$ cat config.mk
export PLATFORM = sky130hd
export DESIGN_NAME = dbus_bridge_flat
export DESIGN_NICKNAME = d
export VERILOG_FILES = /design/src/rtl/dbus_bridge_pkg.sv /design/src/rtl/dbus_bridge_if.sv /design/src/rtl/dbus_bridge_store_queue.sv /design/src/rtl/dbus_bridge.sv /design/src/flat_wrapper.sv
export SDC_FILE = /design/constraint.sdc
export NUM_CORES = 1
export LEC_CHECK = 0
export ABC_CLOCK_PERIOD_IN_PS = 6500
export CORE_AREA = 2 2 193 195
export CTS_CLUSTER_DIAMETER = 40
export DETAILED_ROUTE_END_ITERATION = 8
export DIE_AREA = 0 0 195 197
export MAX_ROUTING_LAYER = met4
export PLACE_DENSITY = 0.6
export REMOVE_ABC_BUFFERS = 1
export SYNTH_ARGS = -nofsm -noshare
export SYNTH_HDL_FRONTEND = slang
export SYNTH_SLANG_ARGS = --single-unit
$ cat constraint.sdc
create_clock -name i_clk -period 6.5 [get_ports i_clk]
set_input_delay 1.3 -clock i_clk [delete_from_list [all_inputs] [get_ports i_clk]]
set_output_delay 1.3 -clock i_clk [all_outputs]
set_load 0.01 [all_outputs]
$ cat src/rtl/dbus_bridge_pkg.sv
// Shared types and lane-formatting helpers for the data-bus bridge.
package dbus_bridge_pkg;

    localparam int unsigned XLEN = 32;
    localparam int unsigned BE_W = 4;

    // Access size codes taken from funct3[1:0]
    localparam logic [1:0] SZ_B = 2'd0;
    localparam logic [1:0] SZ_H = 2'd1;
    localparam logic [1:0] SZ_W = 2'd2;

    typedef enum logic [1:0] {
        DbusIdle   = 2'd0,
        DbusStReq  = 2'd1,
        DbusLdReq  = 2'd2,
        DbusLdResp = 2'd3
    } dbus_state_e;

    // One store-queue entry: word-aligned address, byte enables, lane-positioned data
    typedef struct packed {
        logic [XLEN-1:0] addr;
        logic [BE_W-1:0] be;
        logic [XLEN-1:0] data;
    } sq_entry_t;

    function automatic logic is_misaligned(input logic [1:0] off, input logic [1:0] size);
        return ((size == SZ_H) && off[0]) || ((size == SZ_W) && (off != 2'b00));
    endfunction

    function automatic logic [BE_W-1:0] store_be(input logic [1:0] off, input logic [1:0] size);
        case (size)
            SZ_B:    return 4'b0001 << off;
            SZ_H:    return off[1] ? 4'b1100 : 4'b0011;
            default: return 4'b1111;
        endcase
    endfunction

    function automatic logic [XLEN-1:0] store_data(input logic [XLEN-1:0] wdata,
                                                   input logic [1:0] size);
        case (size)
            SZ_B:    return {4{wdata[7:0]}};
            SZ_H:    return {2{wdata[15:0]}};
            default: return wdata;
        endcase
    endfunction

    // Right-align the addressed lane; extension is left to the core
    function automatic logic [XLEN-1:0] load_align(input logic [XLEN-1:0] rdata,
                                                   input logic [1:0] off,
                                                   input logic [1:0] size);
        case (size)
            SZ_B:    return rdata >> {off, 3'b000};
            SZ_H:    return rdata >> {off[1], 4'b0000};
            default: return rdata;
        endcase
    endfunction

endpackage

$ cat src/rtl/dbus_bridge_if.sv
// Single-outstanding req/ack data bus between the bridge (master) and memory (slave).
interface dbus_bridge_if
    import dbus_bridge_pkg::*;
();
    logic            o_busReq;
    logic            o_busWe;
    logic [XLEN-1:0] o_busAddr;
    logic [XLEN-1:0] o_busWdata;
    logic [BE_W-1:0] o_busBe;
    logic            i_busAck;
    logic [XLEN-1:0] i_busRdata;

    modport master (
        output o_busReq, o_busWe, o_busAddr, o_busWdata, o_busBe,
        input  i_busAck, i_busRdata
    );

    modport slave (
        input  o_busReq, o_busWe, o_busAddr, o_busWdata, o_busBe,
        output i_busAck, i_busRdata
    );
endinterface

$ cat src/rtl/dbus_bridge_store_queue.sv
// Power-of-two FIFO holding pending stores; head is visible without a read strobe.
module dbus_bridge_store_queue #(
    parameter int unsigned Depth = 4,
    parameter int unsigned Width = 68
) (
    input  logic             clk_i,
    input  logic             rst_ni,
    input  logic             enq_i,
    input  logic [Width-1:0] enq_data_i,
    input  logic             deq_i,
    output logic             full_o,
    output logic             empty_o,
    output logic             last_o,
    output logic [Width-1:0] head_o
);
    localparam int unsigned PtrW = $clog2(Depth);
    localparam int unsigned CntW = PtrW + 1;

    logic [Width-1:0] mem_q [Depth];
    logic [PtrW-1:0]  wr_ptr_q, rd_ptr_q;
    logic [CntW-1:0]  cnt_q;
    logic             do_enq, do_deq;

    // A dequeue in the same cycle frees the slot a full-queue enqueue needs
    always_comb begin
        full_o  = (cnt_q == CntW'(Depth));
        empty_o = (cnt_q == '0);
        last_o  = (cnt_q == CntW'(1));
        do_deq  = deq_i && !empty_o;
        do_enq  = enq_i && (!full_o || do_deq);
        head_o  = mem_q[rd_ptr_q];
    end

    // Pointer and occupancy update; pointers wrap naturally at Depth
    always_ff @(posedge clk_i) begin
        if (!rst_ni) begin
            wr_ptr_q <= '0;
            rd_ptr_q <= '0;
            cnt_q    <= '0;
        end else begin
            if (do_enq) wr_ptr_q <= wr_ptr_q + PtrW'(1);
            if (do_deq) rd_ptr_q <= rd_ptr_q + PtrW'(1);
            if (do_enq && !do_deq)      cnt_q <= cnt_q + CntW'(1);
            else if (!do_enq && do_deq) cnt_q <= cnt_q - CntW'(1);
        end
    end

    // Entry storage; contents are don't-care until written
    always_ff @(posedge clk_i) begin
        if (do_enq) mem_q[wr_ptr_q] <= enq_data_i;
    end

endmodule

$ cat src/rtl/dbus_bridge.sv
// MEM-stage to req/ack bus bridge: queued stores, loads wait for the queue to drain.
module dbus_bridge
    import dbus_bridge_pkg::*;
#(
    parameter int unsigned XLEN     = 32,
    parameter int unsigned SQ_DEPTH = 4
) (
    input  logic             i_clk,
    input  logic             i_rst_n,
    input  logic             i_loadReq,
    input  logic             i_storeReq,
    input  logic [XLEN-1:0]  i_addr,
    input  logic [XLEN-1:0]  i_wdata,
    input  logic [2:0]       i_funct3,
    output logic             o_memValid,
    output logic [XLEN-1:0]  o_rdata,
    dbus_bridge_if.master    bus,
    output logic             o_sqOverflow,
    output logic             o_misaligned
);
    dbus_state_e     state_q, state_d;
    logic [XLEN-1:0] ld_addr_q, ld_addr_d;
    logic [1:0]      ld_size_q, ld_size_d;
    logic [XLEN-1:0] rdata_q, rdata_d;
    logic            ovf_q, ovf_d, mis_q, mis_d;

    logic            sq_enq, sq_deq, sq_full, sq_empty, sq_last;
    sq_entry_t       sq_in, sq_head;
    logic            st_mis, ld_start, unused_funct3;

    assign unused_funct3 = i_funct3[2];

    // Store admission and lane formatting of the incoming store
    always_comb begin
        st_mis   = is_misaligned(i_addr[1:0], i_funct3[1:0]);
        sq_in    = '{addr: {i_addr[XLEN-1:2], 2'b00},
                     be:   store_be(i_addr[1:0], i_funct3[1:0]),
                     data: store_data(i_wdata, i_funct3[1:0])};
        sq_deq   = (state_q == DbusStReq) && bus.i_busAck;
        sq_enq   = i_storeReq && !st_mis && (!sq_full || sq_deq);
        ld_start = (state_q == DbusIdle) && sq_empty && i_loadReq;
    end

    dbus_bridge_store_queue #(
        .Depth (SQ_DEPTH),
        .Width ($bits(sq_entry_t))
    ) u_sq (
        .clk_i      (i_clk),
        .rst_ni     (i_rst_n),
        .enq_i      (sq_enq),
        .enq_data_i (sq_in),
        .deq_i      (sq_deq),
        .full_o     (sq_full),
        .empty_o    (sq_empty),
        .last_o     (sq_last),
        .head_o     (sq_head)
    );

    // Sticky error flags
    always_comb begin
        ovf_d = ovf_q | (i_storeReq && !st_mis && sq_full && !sq_deq);
        mis_d = mis_q | (i_storeReq && st_mis)
                      | (ld_start && is_misaligned(i_addr[1:0], i_funct3[1:0]));
    end

    // FSM next state and bus/core outputs; stores always win over a waiting load
    always_comb begin
        state_d         = state_q;
        ld_addr_d       = ld_addr_q;
        ld_size_d       = ld_size_q;
        rdata_d         = rdata_q;
        bus.o_busReq    = 1'b0;
        bus.o_busWe     = 1'b0;
        bus.o_busAddr   = '0;
        bus.o_busWdata  = '0;
        bus.o_busBe     = '0;
        o_memValid      = 1'b0;
        unique case (state_q)
            DbusIdle: begin
                if (!sq_empty) begin
                    state_d = DbusStReq;
                end else if (i_loadReq) begin
                    state_d   = DbusLdReq;
                    ld_addr_d = i_addr;
                    ld_size_d = i_funct3[1:0];
                end
            end
            DbusStReq: begin
                bus.o_busReq   = 1'b1;
                bus.o_busWe    = 1'b1;
                bus.o_busAddr  = sq_head.addr;
                bus.o_busWdata = sq_head.data;
                bus.o_busBe    = sq_head.be;
                if (bus.i_busAck) begin
                    // A store enqueued alongside the last dequeue keeps us here
                    state_d = (!sq_last || sq_enq) ? DbusStReq : DbusIdle;
                end
            end
            DbusLdReq: begin
                bus.o_busReq  = 1'b1;
                bus.o_busAddr = {ld_addr_q[XLEN-1:2], 2'b00};
                bus.o_busBe   = 4'b1111;
                if (bus.i_busAck) begin
                    rdata_d = load_align(bus.i_busRdata, ld_addr_q[1:0], ld_size_q);
                    state_d = DbusLdResp;
                end
            end
            DbusLdResp: begin
                o_memValid = 1'b1;
                state_d    = DbusIdle;
            end
            default: state_d = DbusIdle;
        endcase
    end

    // State registers with synchronous active-low reset
    always_ff @(posedge i_clk) begin
        if (!i_rst_n) begin
            state_q   <= DbusIdle;
            ld_addr_q <= '0;
            ld_size_q <= '0;
            rdata_q   <= '0;
            ovf_q     <= 1'b0;
            mis_q     <= 1'b0;
        end else begin
            state_q   <= state_d;
            ld_addr_q <= ld_addr_d;
            ld_size_q <= ld_size_d;
            rdata_q   <= rdata_d;
            ovf_q     <= ovf_d;
            mis_q     <= mis_d;
        end
    end

    assign o_rdata      = rdata_q;
    assign o_sqOverflow = ovf_q;
    assign o_misaligned = mis_q;

endmodule

$ cat src/flat_wrapper.sv
// flat-port wrapper written by rule: the top's interface ports become plain ports
module dbus_bridge_flat import dbus_bridge_pkg::*;
#(
    parameter int unsigned XLEN     = 32,
    parameter int unsigned SQ_DEPTH = 4
)
  (i_clk, i_rst_n, i_loadReq, i_storeReq, i_addr, i_wdata, i_funct3, o_memValid, o_rdata, o_sqOverflow, o_misaligned, bus_o_busReq, bus_o_busWe, bus_o_busAddr, bus_o_busWdata, bus_o_busBe, bus_i_busAck, bus_i_busRdata);
  dbus_bridge_if bus_i ();
  input  logic i_clk;
  input  logic i_rst_n;
  input  logic i_loadReq;
  input  logic i_storeReq;
  input  logic [XLEN-1:0] i_addr;
  input  logic [XLEN-1:0] i_wdata;
  input  logic [2:0] i_funct3;
  output logic o_memValid;
  output logic [XLEN-1:0] o_rdata;
  output logic o_sqOverflow;
  output logic o_misaligned;
  output wire logic [$bits(bus_i.o_busReq)-1:0] bus_o_busReq;
  output wire logic [$bits(bus_i.o_busWe)-1:0] bus_o_busWe;
  output wire logic [$bits(bus_i.o_busAddr)-1:0] bus_o_busAddr;
  output wire logic [$bits(bus_i.o_busWdata)-1:0] bus_o_busWdata;
  output wire logic [$bits(bus_i.o_busBe)-1:0] bus_o_busBe;
  input wire logic [$bits(bus_i.i_busAck)-1:0] bus_i_busAck;
  input wire logic [$bits(bus_i.i_busRdata)-1:0] bus_i_busRdata;
  assign bus_o_busReq = bus_i.o_busReq;
  assign bus_o_busWe = bus_i.o_busWe;
  assign bus_o_busAddr = bus_i.o_busAddr;
  assign bus_o_busWdata = bus_i.o_busWdata;
  assign bus_o_busBe = bus_i.o_busBe;
  assign bus_i.i_busAck = bus_i_busAck;
  assign bus_i.i_busRdata = bus_i_busRdata;
  dbus_bridge #(.XLEN(XLEN), .SQ_DEPTH(SQ_DEPTH)) u_core (.i_clk(i_clk), .i_rst_n(i_rst_n), .i_loadReq(i_loadReq), .i_storeReq(i_storeReq), .i_addr(i_addr), .i_wdata(i_wdata), .i_funct3(i_funct3), .o_memValid(o_memValid), .o_rdata(o_rdata), .bus(bus_i), .o_sqOverflow(o_sqOverflow), .o_misaligned(o_misaligned));
endmodule
==> results summary, run 1 <==
The number of top-level pins is 209. The tightest min-delay check is of the flip-flop to flip-flop type. The sum of negative setup slack is 0 ns. The tree is rooted in a sky130_fd_sc_hd__clkbuf_16. The overall routing resource usage came out at 18.7%. Timing would allow up to 220 MHz.

Buffers inserted to repair hold after CTS numbered 0. The gate count after technology mapping came out at 948. The power after layout is 6.60 mW. The final hold slack is 0.456 ns. Setup repair after global routing left no endpoint under its margin. The number of buffers created by CTS is 48. The proportion of synthesized chip area in sequential cells is 66.4%. The total global routing overflow is 0. In this run, distinct cell masters in the synthesized netlist total 42. The peak supply drop is 0.230 mV. Data arrives at the worst endpoint at 3.24 ns. The maximum level of the CTS H-tree is 2. The total count of max-transition violations in the final report came out at 0. The data required time at the worst endpoint came out at 5.20 ns.

The number of vias per cell is 5.32. The startpoint class of the critical path is a flip-flop. The worst hold path depth is 2. The async set-reset flop share out of synthesis is 0%.

The critical path is of the flip-flop to output port type. The initial antenna violation count is 2. In this design, the stage delay of the slowest critical-path cell is 0.85 ns. Counting flops with a built-in enable in the synthesized netlist gives 264. The standard-cell row count came out at 70. Clock tree synthesis found a total of 343 sinks. The maximum clock path buffer count is 3. The met2 usage in global routing is 29.9%.

The share of total power consumed by net switching came out at 26.9%. The DRC marker count from the first detailed-route iteration is 459. The core footprint is 36,300 um2. The via count of the first global-routing pass came to 9,076. Summed over all nets, the switching power comes to 1.78 mW. For this block, the via count after detailed routing is 8,840. The peak fanout along the critical path is 34. The most instantiated flip-flop cell in the synthesis netlist is sky130_fd_sc_hd__edfxtp_1. The number of gates resized after CTS was 0. The effective utilization at floorplan came out at 39.5%. The die is 197 um tall. The cell area after technology mapping is 14,300 um2.

Sequential cells burn 40.7% of the power. The number of buffers added on ports is 205. For the pin with the worst max-slew slack, the measured transition is 1.09 ns.

The smallest clock period supported by the final layout is computed as 4.54 ns. The die boundary width came out at 195 um. The pin count of the biggest net entering global routing came out at 67.

The fill cell instance count of the final layout came out at 3,089. The final weighted congestion of routability-driven global placement is 0.801. After global routing, the most crowded layer is met2. The routed length per placed instance is 21.2 um. The flow ran to the end, and the final reports show no timing, DRC or antenna violations. The insertion delay to the later sink of the worst-skew pair is 0.57 ns. The final layout contains 1,269 nets. The clock tree skew after final layout is 0.0164 ns.

The met3 routing resource usage after global routing came out at 3.41%. In this run the static leakage power is 6.15 nW. Of the cells placed in the final design, the portion with a size suffix greater than 1 is 16.1%. The detailed-routing iteration count for the pre-antenna-repair pass came out at 5. The signal on the critical path passes through buf_4, mux4_2, a22oi_1, nor2b_1, clkdlybuf4s50_1. The post-CTS setup buffer count is 0. TritonCTS built the clock tree.

The area growth from synthesis to final layout came out at 28.8%. The share of total power dissipated in combinational logic is 18.4%. The half-perimeter wire length after placement came out at 20,200 um. Counting cells, the worst reg-to-reg path comes to 8. The share of the clock period used by the worst path after layout came out at 69.8%. The met1 usage in global routing is 23.9%. After detailed routing, the total wire length is 35,200 um. The number of max-cap violations is 0. The synthesized area per cell came out at 15.1 um2.

The part of the power in the clock network came out at 40.9%. The post-synthesis register bit count came out at 343. The clock transition at the register clock pins on the worst setup and hold paths after CTS is 0.06 ns. For this run, the number of Yosys warnings is 0.

The count of final hold-check violations came to 0. The critical-path cell with the highest stage delay is sky130_fd_sc_hd__dfxtp_4. The internal power component is 4.83 mW. The number of remaining DRC errors came out at 0. The global-route wire length before repair came out at 53,300 um. The area enclosed by the die boundary came out at 38,400 um2.

STA classifies the critical path endpoint as an output port. In this run the tightest slew margin relative to its limit is 27.5%. Setup violations remaining at the end of the flow were counted as 0. The count of nets left with antenna violations after detail routing is 0. For this design the ratio of total power to cell area is 358 nW/um2.
## power groups by stage
| stage | Combinational (mW) | Sequential, mW | Clock, mW |
|---|---|---|---|
| 2_1_floorplan | 0.647 | 2.73 | 0 |
| 3_3_place_gp | 1.22 | 2.72 | 0 |
| 3_5_place_dp | 1.23 | 2.73 | 0 |
| 4_1_cts | 1.24 | 2.69 | 2.75 |
| 5_1_grt | 1.33 | 2.71 | 2.85 |
| 6_report | 1.22 | 2.68 | 2.70 |
## cell usage after synthesis, types with 9 or more instances
master,count,area [um2]
sky130_fd_sc_hd__edfxtp_1,264,7930
sky130_fd_sc_hd__nand2_1,84,315
sky130_fd_sc_hd__dfxtp_1,79,1580
sky130_fd_sc_hd__a21oi_1,66,330
sky130_fd_sc_hd__mux4_2,66,1490
sky130_fd_sc_hd__a22oi_1,54,405
sky130_fd_sc_hd__nor2b_1,37,231
sky130_fd_sc_hd__and2_1,36,225
sky130_fd_sc_hd__clkbuf_1,35,131
sky130_fd_sc_hd__nor2_1,34,128
sky130_fd_sc_hd__o21ai_0,27,135
sky130_fd_sc_hd__mux2i_1,18,180
sky130_fd_sc_hd__mux2_2,16,180
sky130_fd_sc_hd__buf_2,15,75.1
sky130_fd_sc_hd__ha_1,14,175
sky130_fd_sc_hd__buf_6,9,101
sky130_fd_sc_hd__o22a_1,9,78.8
## cell families after synthesis
family                   share of synthesized area (%)
other                                           0.0262
XOR/XNOR                                         0.306
flip-flops                                        66.4
multiplexers                                      12.9
adder cells (fa/ha/maj)                           1.22
AND/OR/NAND/NOR                                   7.62
AO/OA/AOI/OAI                                     8.72
buffers and inverters                             2.78
## through the flow
step	utilization, %	setup WS (ns)	instances	instance area, um2
global route	50.8	1.71	1660	18400
CTS	50.8	1.87	1658	18400
global placement	46.2	2.30	1569	16700
finish	50.8	1.96	1661	18400
detailed placement	46.2	2.31	1569	16700
floorplan	-	1.48	880	14000
## state kept, by name, summed over array words and instances (netlist names), named ones only
| name | cells |
|---|---|
| u_core.o_sqOverflow | 1 |
| u_core.u_sq.wr_ptr_q | 2 |
| u_core.state_q | 2 |
| u_core.u_sq.cnt_q | 3 |
| u_core.u_sq.mem_q | 264 |
| u_core.o_misaligned | 1 |
| u_core.o_rdata | 32 |
| u_core.ld_addr_q | 32 |
| u_core.ld_size_q | 2 |
| u_core.u_sq.rd_ptr_q | 2 |
## worst paths after layout
path	end	slack, ns	start
setup / recovery	bus_o_busAddr[25]	1.96	flip-flop
hold reg to reg	u_core.ld_addr_q[31]	0.46	u_core.ld_addr_q[31]
hold / removal	u_core.ld_addr_q[31]	0.46	u_core.ld_addr_q[31]
setup reg to reg	u_core.u_sq.mem_q[2][49]	3.01	u_core.state_q[1]
## worst max-delay path, delay by kind of cell, from the launching register on
| kind | cells | cell delay (ns) |
|---|---|---|
| AND/OR/NAND/NOR | 1 | 0.12 |
| AO/OA/AOI/OAI | 1 | 0.18 |
| multiplexers | 1 | 0.55 |
| buffers and inverters | 2 | 0.95 |
| flip-flops | 1 | 0.85 |
## placed cells by master (no fill, tap or decap), drive strengths merged, types with 9 or more instances in the layout
| master | netlist | routed |
|---|---|---|
| a21oi | 66 | 66 |
| a22oi | 54 | 54 |
| and2 | 38 | 38 |
| buf | 34 | 16 |
| clkbuf | 35 | 58 |
| clkdlybuf4s50 | 0 | 205 |
| dfxtp | 79 | 79 |
| edfxtp | 264 | 264 |
| ha | 14 | 14 |
| inv | 10 | 21 |
| mux2 | 16 | 16 |
| mux2i | 18 | 18 |
| mux4 | 66 | 66 |
| nand2 | 84 | 84 |
| nor2 | 34 | 34 |
| nor2b | 37 | 37 |
| o21ai | 28 | 28 |
| o22a | 9 | 9 |
## per-layer routing
metal,wire [um],vias to the layer above,part of all wire (%)
li1,-,4063,-
met1,15100,4445,43
met2,17100,254,49
met3,1850,78,5.3
met4,1050,0,3.0
met5,0,-,0
## layout make-up
type                    count  area [um2]  share of cell area (%)
diodes                      3        7.51                  0.0407
clock buffers              58        1260                    6.83
clock inverters            31         420                    2.28
inverters                  10        37.5                   0.204
multi-input cells         527        4430                    24.1
flip-flops and latches    343        9520                    51.6
well taps                 468         586                    3.18
repair buffers            221        2170                    11.8
Power figures use the tool's default switching activity.
==> run 2: changes to the inputs <==
Settings changed: ABC_CLOCK_PERIOD_IN_PS 6500 to 4600.
Clock period 6.5 ns to 4.6 ns, I/O delays scaled along.
==> run 2 against run 1 <==
Net effect: cell count increased by 0.18%; combinational power increased by 44%; utilization increased by 0.34 points; sequential power increased by 41%; routed wire length decreased by 0.18%; power increased by 42%; global-route usage decreased by 0.051 points; clock-buffer cell count decreased by 8; final area increased by 0.68%; critical path type unchanged; critical endpoint is now bus_o_busBe[2]; largest power group unchanged.
==> results summary, run 2 (synthesis gave the netlist of run 1 again) <==
The headroom to the max-slew limit is 34.5%. Summing all multi-input logic gate instances after layout gives 4430 um2. The core footprint is 36,300 um2. The area growth from synthesis to final layout came out at 29.6%.

The die is 197 um tall. In this run the count of I/O pins placed on the die edge is 209. The pin count of the biggest net entering global routing came out at 67. After detailed placement, the design holds a cell count of 1,576.

STA puts the critical path data required time at 3.68 ns. The signal on the critical path passes through inv_1, ha_2, buf_4, a21oi_1, nor2b_1, clkdlybuf4s50_1. The insertion delay to the later sink of the worst-skew pair came out at 0.55 ns. The detailed-routing iteration count for the pre-antenna-repair pass came out at 5.

For this run, the number of standard cells in the final layout without fillers is 1,664. The critical path is of the flip-flop to output port type. The design draws 9.37 mW. In this run, flip-flops and latches consume 40.4% of the power. The number of flip-flops under the largest register name is 264. The storage element area came out at 9520 um2. The clock period minus worst slack is 3.90 ns. The net switching power of the design is 2.46 mW. The total count of max-transition violations in the final report came out at 0. In this run the horizontal extent of the chip is 195 um. The standard-cell row count is 70. The cell type group with the largest total delay on the critical path is buffers and inverters. The final-report setup violation count came out at 0.

The area enclosed by the die boundary is 38,400 um2. The tool flagged a number of max-cap violations equal to 0. Setup repair after global routing left no endpoint under its margin. The worst setup path is launched from a flip-flop.

The initial antenna violation count came out at 3. The critical-path cell with the highest stage delay is sky130_fd_sc_hd__ha_2. TritonCTS built the clock tree. The effective utilization at floorplan is 39.5%.

The hold buffer count at CTS is 0. The overall routing resource usage came out at 18.7%. The actual transition at the worst max-transition pin is 0.979 ns. The net total in the final layout is 1,274. The via count of the first global-routing pass came to 8,953. Along the worst path, the maximum fanout reaches 33. In the post-route analysis, the smallest setup slack over all paths is 0.701 ns. The maximum clock path buffer count came out at 3.

Leaving out fill and tap cells, the most frequent cells in the layout are sky130_fd_sc_hd__edfxtp_1 (264), sky130_fd_sc_hd__clkdlybuf4s50_1 (205), sky130_fd_sc_hd__nand2_1 (84), sky130_fd_sc_hd__dfxtp_1 (77). In this run, the clock network consumes 40.9% of the power. The total global routing overflow came out at 0. The worst hold path belongs to the class flip-flop to flip-flop.

STA classifies the critical path endpoint as an output port. In this run, the number of DRC markers left after iteration 0 of detailed routing was 502. Net switching is 26.2% of the power.

The count of final hold-check violations was 0. At the worst endpoint, the arrival time is 2.98 ns. The post-CTS setup buffer count is 0. Between clock sinks in the finished design, the worst skew comes to 0.0148 ns. The fraction of the core area covered by cells at the end of the flow came out at 51.2%.

Once detail routing completed, the nets flagged for antenna violations numbered 0. The total wire length came out at 35,100 um. Detailed placement ended at an HPWL of 20,800 um.

Counting cells, the worst reg-to-reg path comes to 7. The critical path runs through a total of 6 cells. The internal power component came out at 6.92 mW. The fill cell instance count of the final layout is 3,093.

With fillers left out, the area of the finished cells amounts to 18,600 um2. The share of the clock period used by the worst path after layout came out at 84.8%. The power share of the combinational group is 18.8%.

The global-route wire length before repair is 53,100 um. Hold is met by 0.453 ns. The number of clock sinks came out at 343. The critical path buffer and inverter count came out at 3. The largest stage delay on the critical path came out at 0.78 ns. The via count is 8,780. The flow ran to the end, and the final reports show no timing, DRC or antenna violations.

The layout cell share with drive strength beyond 1 is 16.8%. The number of remaining DRC errors is 0. Derived from the worst setup path, the maximum achievable clock frequency is 256 MHz.

The standard cell area after detailed placement came out at 16,900 um2. The clock transition at the register clock pins on the worst setup and hold paths after CTS came out at 0.05 ns. The peak supply drop came out at 0.334 mV. Post-CTS repair changed the size of 0 cells. The total leakage power is 6.19 nW. The maximum level of the CTS H-tree came out at 2. The total power divided by cell area is 505 nW/um2. The setup slack at placement came out at 1.12 ns. u_core.u_sq.mem_q holds more flip-flops than any other register. The number of buffers created by CTS came out at 46. After detailed routing, the average wire length per cell comes to 21.1 um. The most common cell after layout, fill and taps aside is sky130_fd_sc_hd__edfxtp_1.

The number of vias per cell came out at 5.28. The final weighted congestion of routability-driven global placement is 0.786. The sum of negative setup slack came out at 0 ns. The worst hold path depth came out at 2. The number of buffers added on ports is 205.

CTS placed an instance of sky130_fd_sc_hd__clkbuf_16 at the clock tree root.
==> run 2: changes by cell type in the layout (fill, tap and decap cells not counted), moves of 2 or more <==
| cell | delta |
|---|---|
| sky130_fd_sc_hd__inv_8 | -3 |
| sky130_fd_sc_hd__buf_4 | +2 |
| sky130_fd_sc_hd__clkinvlp_4 | +3 |
| sky130_fd_sc_hd__clkinv_2 | +2 |
| sky130_fd_sc_hd__clkbuf_1 | -6 |
| sky130_fd_sc_hd__inv_6 | -4 |
| sky130_fd_sc_hd__bufinv_16 | +3 |
| sky130_fd_sc_hd__clkinv_4 | +2 |
| sky130_fd_sc_hd__buf_12 | +5 |
==> run 2: final cells by class <==
cell class | instances | share of cell area, %
flip-flops and latches | 343 | 51.3
repair buffers | 228 | 12.3
well taps | 468 | 3.16
inverters | 10 | 0.202
clock inverters | 35 | 2.65
diodes | 3 | 0.0405
clock buffers | 50 | 6.45
multi-input cells | 527 | 23.9
==> run 2: worst register-to-register path, stage by stage, from the launching register on <==
cell	delay, ns
sky130_fd_sc_hd__dfxtp_1	0.32
sky130_fd_sc_hd__inv_1	0.13
sky130_fd_sc_hd__ha_2	0.61
sky130_fd_sc_hd__nand2_1	0.14
sky130_fd_sc_hd__nand3_1	0.14
sky130_fd_sc_hd__and3_1	0.37
sky130_fd_sc_hd__and2_4	0.59
sky130_fd_sc_hd__buf_4	0.34
==> run 2: path summary, 6_finish.rpt <==
kind / start / to / slack, ns
worst max-delay path: u_core.state_q[0] / bus_o_busBe[2] / 0.70
worst min register to register: u_core.ld_addr_q[16] / u_core.ld_addr_q[16] / 0.45
worst min-delay path: u_core.ld_addr_q[16] / u_core.ld_addr_q[16] / 0.45
worst max register to register: u_core.state_q[1] / u_core.u_sq.mem_q[2][51] / 1.65
==> run 2: power groups by stage <==
| stage | Combinational (mW) | Clock (mW) | Sequential, mW |
|---|---|---|---|
| 2_1_floorplan | 0.914 | 0 | 3.86 |
| 3_3_place_gp | 1.77 | 0 | 3.84 |
| 3_5_place_dp | 1.77 | 0 | 3.85 |
| 4_1_cts | 1.78 | 3.91 | 3.78 |
| 5_1_grt | 1.91 | 4.04 | 3.81 |
| 6_report | 1.76 | 3.83 | 3.78 |
==> run 2: routing by layer <==
metal	track usage [%]	wire length (um)	share of wire (%)	vias to the layer above
met1	24.0	15200	43	4416
li1	-	-	-	4075
met3	3.61	1790	5.1	57
met2	30.3	17300	49	232
met4	5.51	772	2.2	0
met5	-	0	0	-
